$ cat src/rtl/bp_me_nonsynth_tr_replay_driver.sv
// Trace-replay driver for the CCE/mock-LCE testbench.
// Walks a trace ROM, drives SEND payloads to the mock LCE, checks RECV
// responses against ROM payloads, and reports done/error/mismatch count.
// Optional handshake watchdog: define BP_TR_REPLAY_WATCHDOG_EN.
module bp_me_nonsynth_tr_replay_driver #(
    parameter int tr_ring_width_p  = 109,
    parameter int rom_addr_width_p = 20,
    parameter int timeout_cycles_p = 4096
) (
    input  logic                          clk_i,
    input  logic                          reset_n_i,
    input  logic                          en_i,
    output logic [rom_addr_width_p-1:0]   rom_addr_o,
    input  logic [4+tr_ring_width_p-1:0]  rom_data_i,
    output logic                          tr_pkt_v_o,
    output logic [tr_ring_width_p-1:0]    tr_pkt_o,
    input  logic                          tr_pkt_yumi_i,
    input  logic                          tr_pkt_v_i,
    input  logic [tr_ring_width_p-1:0]    tr_pkt_i,
    output logic                          tr_pkt_ready_o,
    output logic                          done_o,
    output logic                          error_o,
    output logic [15:0]                   mismatch_cnt_o
);

    typedef enum logic [1:0] {S_IDLE, S_EXEC, S_WAIT, S_DONE} state_e;

    localparam logic [3:0] OP_NOP  = 4'd0;
    localparam logic [3:0] OP_SEND = 4'd1;
    localparam logic [3:0] OP_RECV = 4'd2;
    localparam logic [3:0] OP_WAIT = 4'd3;
    localparam logic [3:0] OP_DONE = 4'd4;

    localparam logic [rom_addr_width_p-1:0] addr_one = 1;

    state_e                        state_q, state_d;
    logic [rom_addr_width_p-1:0]   addr_q, addr_d;
    logic                          err_q, err_d;
    logic [15:0]                   cnt_q, cnt_d;
    logic [31:0]                   wait_q, wait_d;

    logic [3:0]                    op;
    logic [tr_ring_width_p-1:0]    payload;
    logic                          overrun;
    logic                          send_active;
    logic                          recv_active;
    logic                          stall;

    assign op      = rom_data_i[4+tr_ring_width_p-1 -: 4];
    assign payload = rom_data_i[tr_ring_width_p-1:0];

    // The last ROM slot may only hold DONE; anything else would need the
    // address to wrap, which is treated as a broken trace instead.
    assign overrun     = (&addr_q) && (op != OP_DONE);
    assign send_active = (state_q == S_EXEC) && !overrun && (op == OP_SEND);
    assign recv_active = (state_q == S_EXEC) && !overrun && (op == OP_RECV);
    assign stall       = (send_active && !tr_pkt_yumi_i) || (recv_active && !tr_pkt_v_i);

    // Handshake outputs depend only on state and ROM op, never on the peer's
    // valid/yumi, so no combinational loop can form through the LCE.
    assign tr_pkt_v_o     = send_active;
    assign tr_pkt_ready_o = recv_active;
    assign tr_pkt_o       = payload;
    assign rom_addr_o     = addr_q;
    assign done_o         = (state_q == S_DONE);
    assign error_o        = err_q;
    assign mismatch_cnt_o = cnt_q;

`ifdef BP_TR_REPLAY_WATCHDOG_EN
    logic [31:0] wd_q, wd_d;
    logic        wd_expire;

    // A completed handshake or a new op both drop the stall, which clears the count.
    assign wd_d      = stall ? (wd_q + 32'd1) : 32'd0;
    assign wd_expire = stall && (wd_q == 32'(timeout_cycles_p - 1));
`else
    logic unused_timeout;
    assign unused_timeout = |timeout_cycles_p;
`endif

    // Next-state logic: op decode, address advance, compare and wait countdown.
    always_comb begin
        // NOTE: every target gets a default first so no path infers a latch.
        state_d = state_q;
        addr_d  = addr_q;
        err_d   = err_q;
        cnt_d   = cnt_q;
        wait_d  = wait_q;
        unique case (state_q)
            S_IDLE: if (en_i) state_d = S_EXEC;
            S_EXEC: begin
                if (overrun) begin
                    err_d   = 1'b1;
                    state_d = S_DONE;
                end else begin
                    case (op)
                        OP_NOP:  addr_d = addr_q + addr_one;
                        OP_SEND: if (tr_pkt_yumi_i) addr_d = addr_q + addr_one;
                        OP_RECV: begin
                            if (tr_pkt_v_i) begin
                                addr_d = addr_q + addr_one;
                                if (tr_pkt_i != payload) begin
                                    err_d = 1'b1;
                                    if (cnt_q != 16'hFFFF) cnt_d = cnt_q + 16'd1;
                                end
                            end
                        end
                        OP_WAIT: begin
                            wait_d  = payload[31:0];
                            state_d = S_WAIT;
                        end
                        OP_DONE: state_d = S_DONE;
                        default: begin
                            err_d   = 1'b1;
                            state_d = S_DONE;
                        end
                    endcase
                end
            end
            S_WAIT: begin
                if (wait_q == 32'd0) begin
                    addr_d  = addr_q + addr_one;
                    state_d = S_EXEC;
                end else begin
                    wait_d = wait_q - 32'd1;
                end
            end
            S_DONE: ;
            default: state_d = S_IDLE;
        endcase
`ifdef BP_TR_REPLAY_WATCHDOG_EN
        if (wd_expire) begin
            err_d   = 1'b1;
            state_d = S_DONE;
        end
`endif
    end

    // State registers with synchronous active-low reset.
    always_ff @(posedge clk_i) begin
        // NOTE: non-blocking assignments keep every register updating from pre-edge values.
        if (!reset_n_i) begin
            state_q <= S_IDLE;
            addr_q  <= '0;
            err_q   <= 1'b0;
            cnt_q   <= '0;
            wait_q  <= '0;
`ifdef BP_TR_REPLAY_WATCHDOG_EN
            wd_q    <= '0;
`endif
        end else begin
            state_q <= state_d;
            addr_q  <= addr_d;
            err_q   <= err_d;
            cnt_q   <= cnt_d;
            wait_q  <= wait_d;
`ifdef BP_TR_REPLAY_WATCHDOG_EN
            wd_q    <= wd_d;
`endif
        end
    end

endmodule

$ cat config.mk
export PLATFORM = sky130hd
export DESIGN_NAME = bp_me_nonsynth_tr_replay_driver
export DESIGN_NICKNAME = d
export VERILOG_FILES = /design/src/rtl/bp_me_nonsynth_tr_replay_driver.sv
export SDC_FILE = /design/constraint.sdc
export NUM_CORES = 1
export LEC_CHECK = 0
export ABC_AREA = 0
export BUFFER_PORTS_ARGS = -buffer_cell sky130_fd_sc_hd__buf_2
export CAP_MARGIN = 40
export CORE_AREA = 5 5 144 146
export DETAILED_ROUTE_END_ITERATION = 10
export DIE_AREA = 0 0 149 151
export GPL_TIMING_DRIVEN = 0
export PLACE_DENSITY_LB_ADDON = 0.12
export REMOVE_ABC_BUFFERS = 1
export SYNTH_ARGS = -nofsm -noshare
export SYNTH_HDL_FRONTEND = slang
export SYNTH_SLANG_ARGS = --single-unit
export TNS_END_PERCENT = 20
$ cat constraint.sdc
create_clock -name clk_i -period 4.5 [get_ports clk_i]
set_input_delay 0.675 -clock clk_i [delete_from_list [all_inputs] [get_ports clk_i]]
set_output_delay 0.675 -clock clk_i [all_outputs]
set_load 0.03 [all_outputs]
==> PnR_summary.wiki <==
{| class="wikitable"
! Metric !! Value
|-
| Outcome || completed
|-
| Unrepaired setup endpoints after global routing || false
|-
| Avg WL per Cell || 17.28 microns
|-
| Post-cts hold buffer count || 0
|-
| Top cell type's share of synthesized area || 0.2366
|-
| Power Internal || 0.001842 W
|-
| Worst reg2reg setup slack || 0.88 ns
|-
| P&R area growth vs syn || 28.30%
|-
| Most used DFF post-synth || dfxtp_1
|-
| Final sum of negative setup slack || 0 ns
|-
| Hold/Removal Path Class || reg2reg
|-
| Library cell with the highest instance count after synthesis || buf_4
|-
| Tightest hold margin || 0.4577 ns
|-
| Number of warnings printed during yosys synthesis || 0
|-
| Part of the power in registers || 0.248
|-
| Cell area after synthesis || 6008 sq um
|-
| Average cell area after synthesis || 7.793 sq um
|-
| Drt first pass iters || 5
|-
| Total gr overflow || 0
|-
| Type of the worst setup path || reg2reg
|-
| Number of primary I/O pins || 376
|-
| Cells after synthesis || 771
|-
| Global-route wire length before repair || 33200 microns
|-
| Iter 0 DRT Violations || 324
|-
| Final #Nets || 1256
|-
| Net switching power figure || 0.001426 W
|-
| Leakage power || 3.522 nW
|-
| Number of cells upsized or downsized after cts || 0
|-
| Register bit count reported by yosys || 71
|-
| Die width || 149 microns
|-
| Share of layout cells above drive strength 1 || 0.4041
|-
| Via count of the first global-routing pass || 5888
|-
| Actual transition at the worst max-transition pin || 0.8664 ns
|-
| Number of clock buffers inserted by TritonCTS || 9
|-
| Skew final || 0.006474 ns
|-
| Post-detailed-route via-to-cell ratio || 4.763
|-
| I/O Buffers || 375
|-
| Initial core utilization || 0.3118
|-
| Rel. slew slack || 0.4224
|-
| Crit path max-delay cell type || o22ai_1
|-
| Final worst-path cycle share || 0.8052
|-
| Arrival time of data at the critical path endpoint || 3.86 ns
|-
| Fraction of the yosys area taken by sequential cells || 0.2366
|-
| Area of the die || 22500 sq um
|-
| Total number of H-tree levels || 3
|-
| Required time of the critical path || 4.73 ns
|-
| Final count of hold timing violations || 0
|-
| Setup fix buffers added after clock tree synthesis || 0
|-
| Post-route DRC || 0
|-
| Final GP Congestion || 0.8155
|-
| Max Buffers Root-to-Sink || 2
|-
| Total power per unit cell area || 423.9 nW/um^2
|-
| GRT Total Usage || 0.1881
|-
| Routed via count || 6154
|-
| Largest net degree at the start of global routing || 41
|-
| Number of filler instances in the final layout || 2088
|-
| Maximum net fanout on the critical path || 37
|-
| Antenna violations before repair || 0
|-
| Clock Pin Slew Worst Setup and Hold Paths || 0.06 ns
|-
| Unique masters post-synth || 56
|-
| Clock share of power || 0.247
|-
| Worst stage delay on the critical path || 0.73 ns
|-
| TritonCTS clock tree || built
|-
| Num rows || 51
|-
| Number of nets still failing antenna checks after routing || 0
|-
| EDFF count, synth || 0
|-
| Antenna fix cells || 0
|-
| Clock Latency Late Sink || 0.35 ns
|-
| Sinks on the clock net || 71
|-
| Switching power as a share of total power || 0.4364
|-
| Kind of launch point of the worst setup path || flip-flop
|-
| Detailed placement HPWL || 18280 microns
|-
| Fraction of registers with async set/reset || 0
|-
| DIE HEIGHT || 151 microns
|-
| Combinational group share of total power || 0.505
|-
| Most area-consuming cells after synthesis || dfxtp_1 (24%), buf_4 (14%), xor2_1 (11%)
|-
| Final Routed Wirelength || 22320 microns
|-
| Upper clock frequency limit || 276.0 MHz
|-
| Top cells by instance count after synthesis || buf_4 (109), xor2_1 (74), dfxtp_1 (71)
|-
| Ordered cell list for the critical path || inv_1, ha_2, buf_12, clkinv_1, o22ai_1, and2_1, buf_6, o21ai_0, a22oi_1, nor2_1
|-
| Max-cap viol count || 0
|-
| Min cycle time layout || 3.623 ns
|-
| Final setup violation count || 0
|-
| Sort of element at the end of the critical path || flip-flop
|-
| Area of the core || 19270 sq um
|-
| Root buf cell || clkbuf_16
|-
| Slew Limit Fails || 0
|-
| Largest vdd supply drop || 0.1773 mV
|-
| Cell taking the most area after synthesis || dfxtp_1
|}
worst paths after layout:
check / start / end / depth (start not counted)
max: state_q[0]$_SDFFE_PN0P_ / wait_q[2]$_SDFFE_PN0P_ / 10
max reg2reg: state_q[0]$_SDFFE_PN0P_ / wait_q[2]$_SDFFE_PN0P_ / 10
min reg2reg: wait_q[23]$_SDFFE_PN0P_ / wait_q[23]$_SDFFE_PN0P_ / 2
min: wait_q[23]$_SDFFE_PN0P_ / wait_q[23]$_SDFFE_PN0P_ / 2
metal layers:
metal | GRT usage | up-vias | share of wire
met2 | 0.3035 | 210 | 0.46
met4 | 0.03112 | 0 | 0.0076
li1 | - | 3124 | -
met1 | 0.2565 | 2809 | 0.46
met5 | 0 | - | 0
met3 | 0.05117 | 11 | 0.072
worst max-delay path: cells and delay by family (launching register included):
kind / cells / cell delay (ns)
fa+ha+maj: 1 / 0.45
simple gates: 2 / 0.65
buf+inv: 4 / 1.10
flops: 1 / 0.33
compound gates: 3 / 0.97
final cells by class:
| type | count | area [sq um] | area share |
|---|---|---|---|
| multi-input combinational | 546 | 3586 | 0.4652 |
| sequential | 71 | 1421 | 0.1844 |
| tap | 265 | 331.6 | 0.04301 |
| clock inverter | 5 | 80.08 | 0.01039 |
| timing repair buffer | 380 | 1983 | 0.2573 |
| inverter | 14 | 53.80 | 0.006979 |
| clock buffer | 11 | 252.7 | 0.03279 |
cells in the final DEF, fill, tap and decap left out, types with 3 or more instances in the layout:
cell	count
nand3_1	26
o22ai_1	4
and2_1	3
or4_4	4
a21oi_1	52
or3_1	18
dfxtp_1	71
nand4_1	27
o31ai_1	7
o221a_2	3
nor4_1	24
nand2b_1	10
xnor2_1	52
mux2i_1	9
o32ai_1	8
o2bb2ai_1	3
nor2b_1	5
inv_1	12
o21ai_0	27
a31oi_1	3
ha_1	6
and4_1	8
nand2_1	52
or4_1	7
and3_1	8
o21ai_1	8
nor3b_1	3
a211oi_1	7
xor2_1	74
nor3_1	13
clkbuf_16	9
nor2_1	50
buf_2	375
sequential cells by signal (all words and copies together) (netlist names):
name and flops:
state_q 2, rom_addr_o 20, error_o 1, mismatch_cnt_o 16, wait_q 32
through the flow:
| stage | power, W | setup slack (ns) | instances | cell area [sq um] | util |
|---|---|---|---|---|---|
| after detailed placement | 0.002460 | 0.9035 | 1276 | 7376 | 0.3827 |
| after CTS | 0.003287 | 0.8631 | 1292 | 7709 | 0.4000 |
| after global placement | 0.002423 | -1.754 | 1271 | 7266 | 0.3770 |
| after global routing | 0.003521 | 0.5101 | 1292 | 7709 | 0.4000 |
| after floorplan | 0.001787 | 0.3949 | 631 | 5057 | - |
| final | 0.003268 | 0.8768 | 1292 | 7709 | 0.4000 |
cell families after synthesis:
group	Yosys count	share of synthesized area
mux	10	0.01687
fa+ha+maj	7	0.01458
simple gates	263	0.2334
flops	71	0.2366
xor+xnor	126	0.1837
compound gates	140	0.1479
buf+inv	154	0.1670
power groups by stage:
stage	Combinational [W]	Clock (W)	Sequential (W)
after CTS	0.00165	0.000829	0.000809
after detailed placement	0.00164	0	0.000821
after global routing	0.00183	0.000860	0.000826
final	0.00165	0.000807	0.000811
after global placement	0.00160	0	0.000824
after floorplan	0.000973	0	0.000814
(Power assumes the default switching activity.)
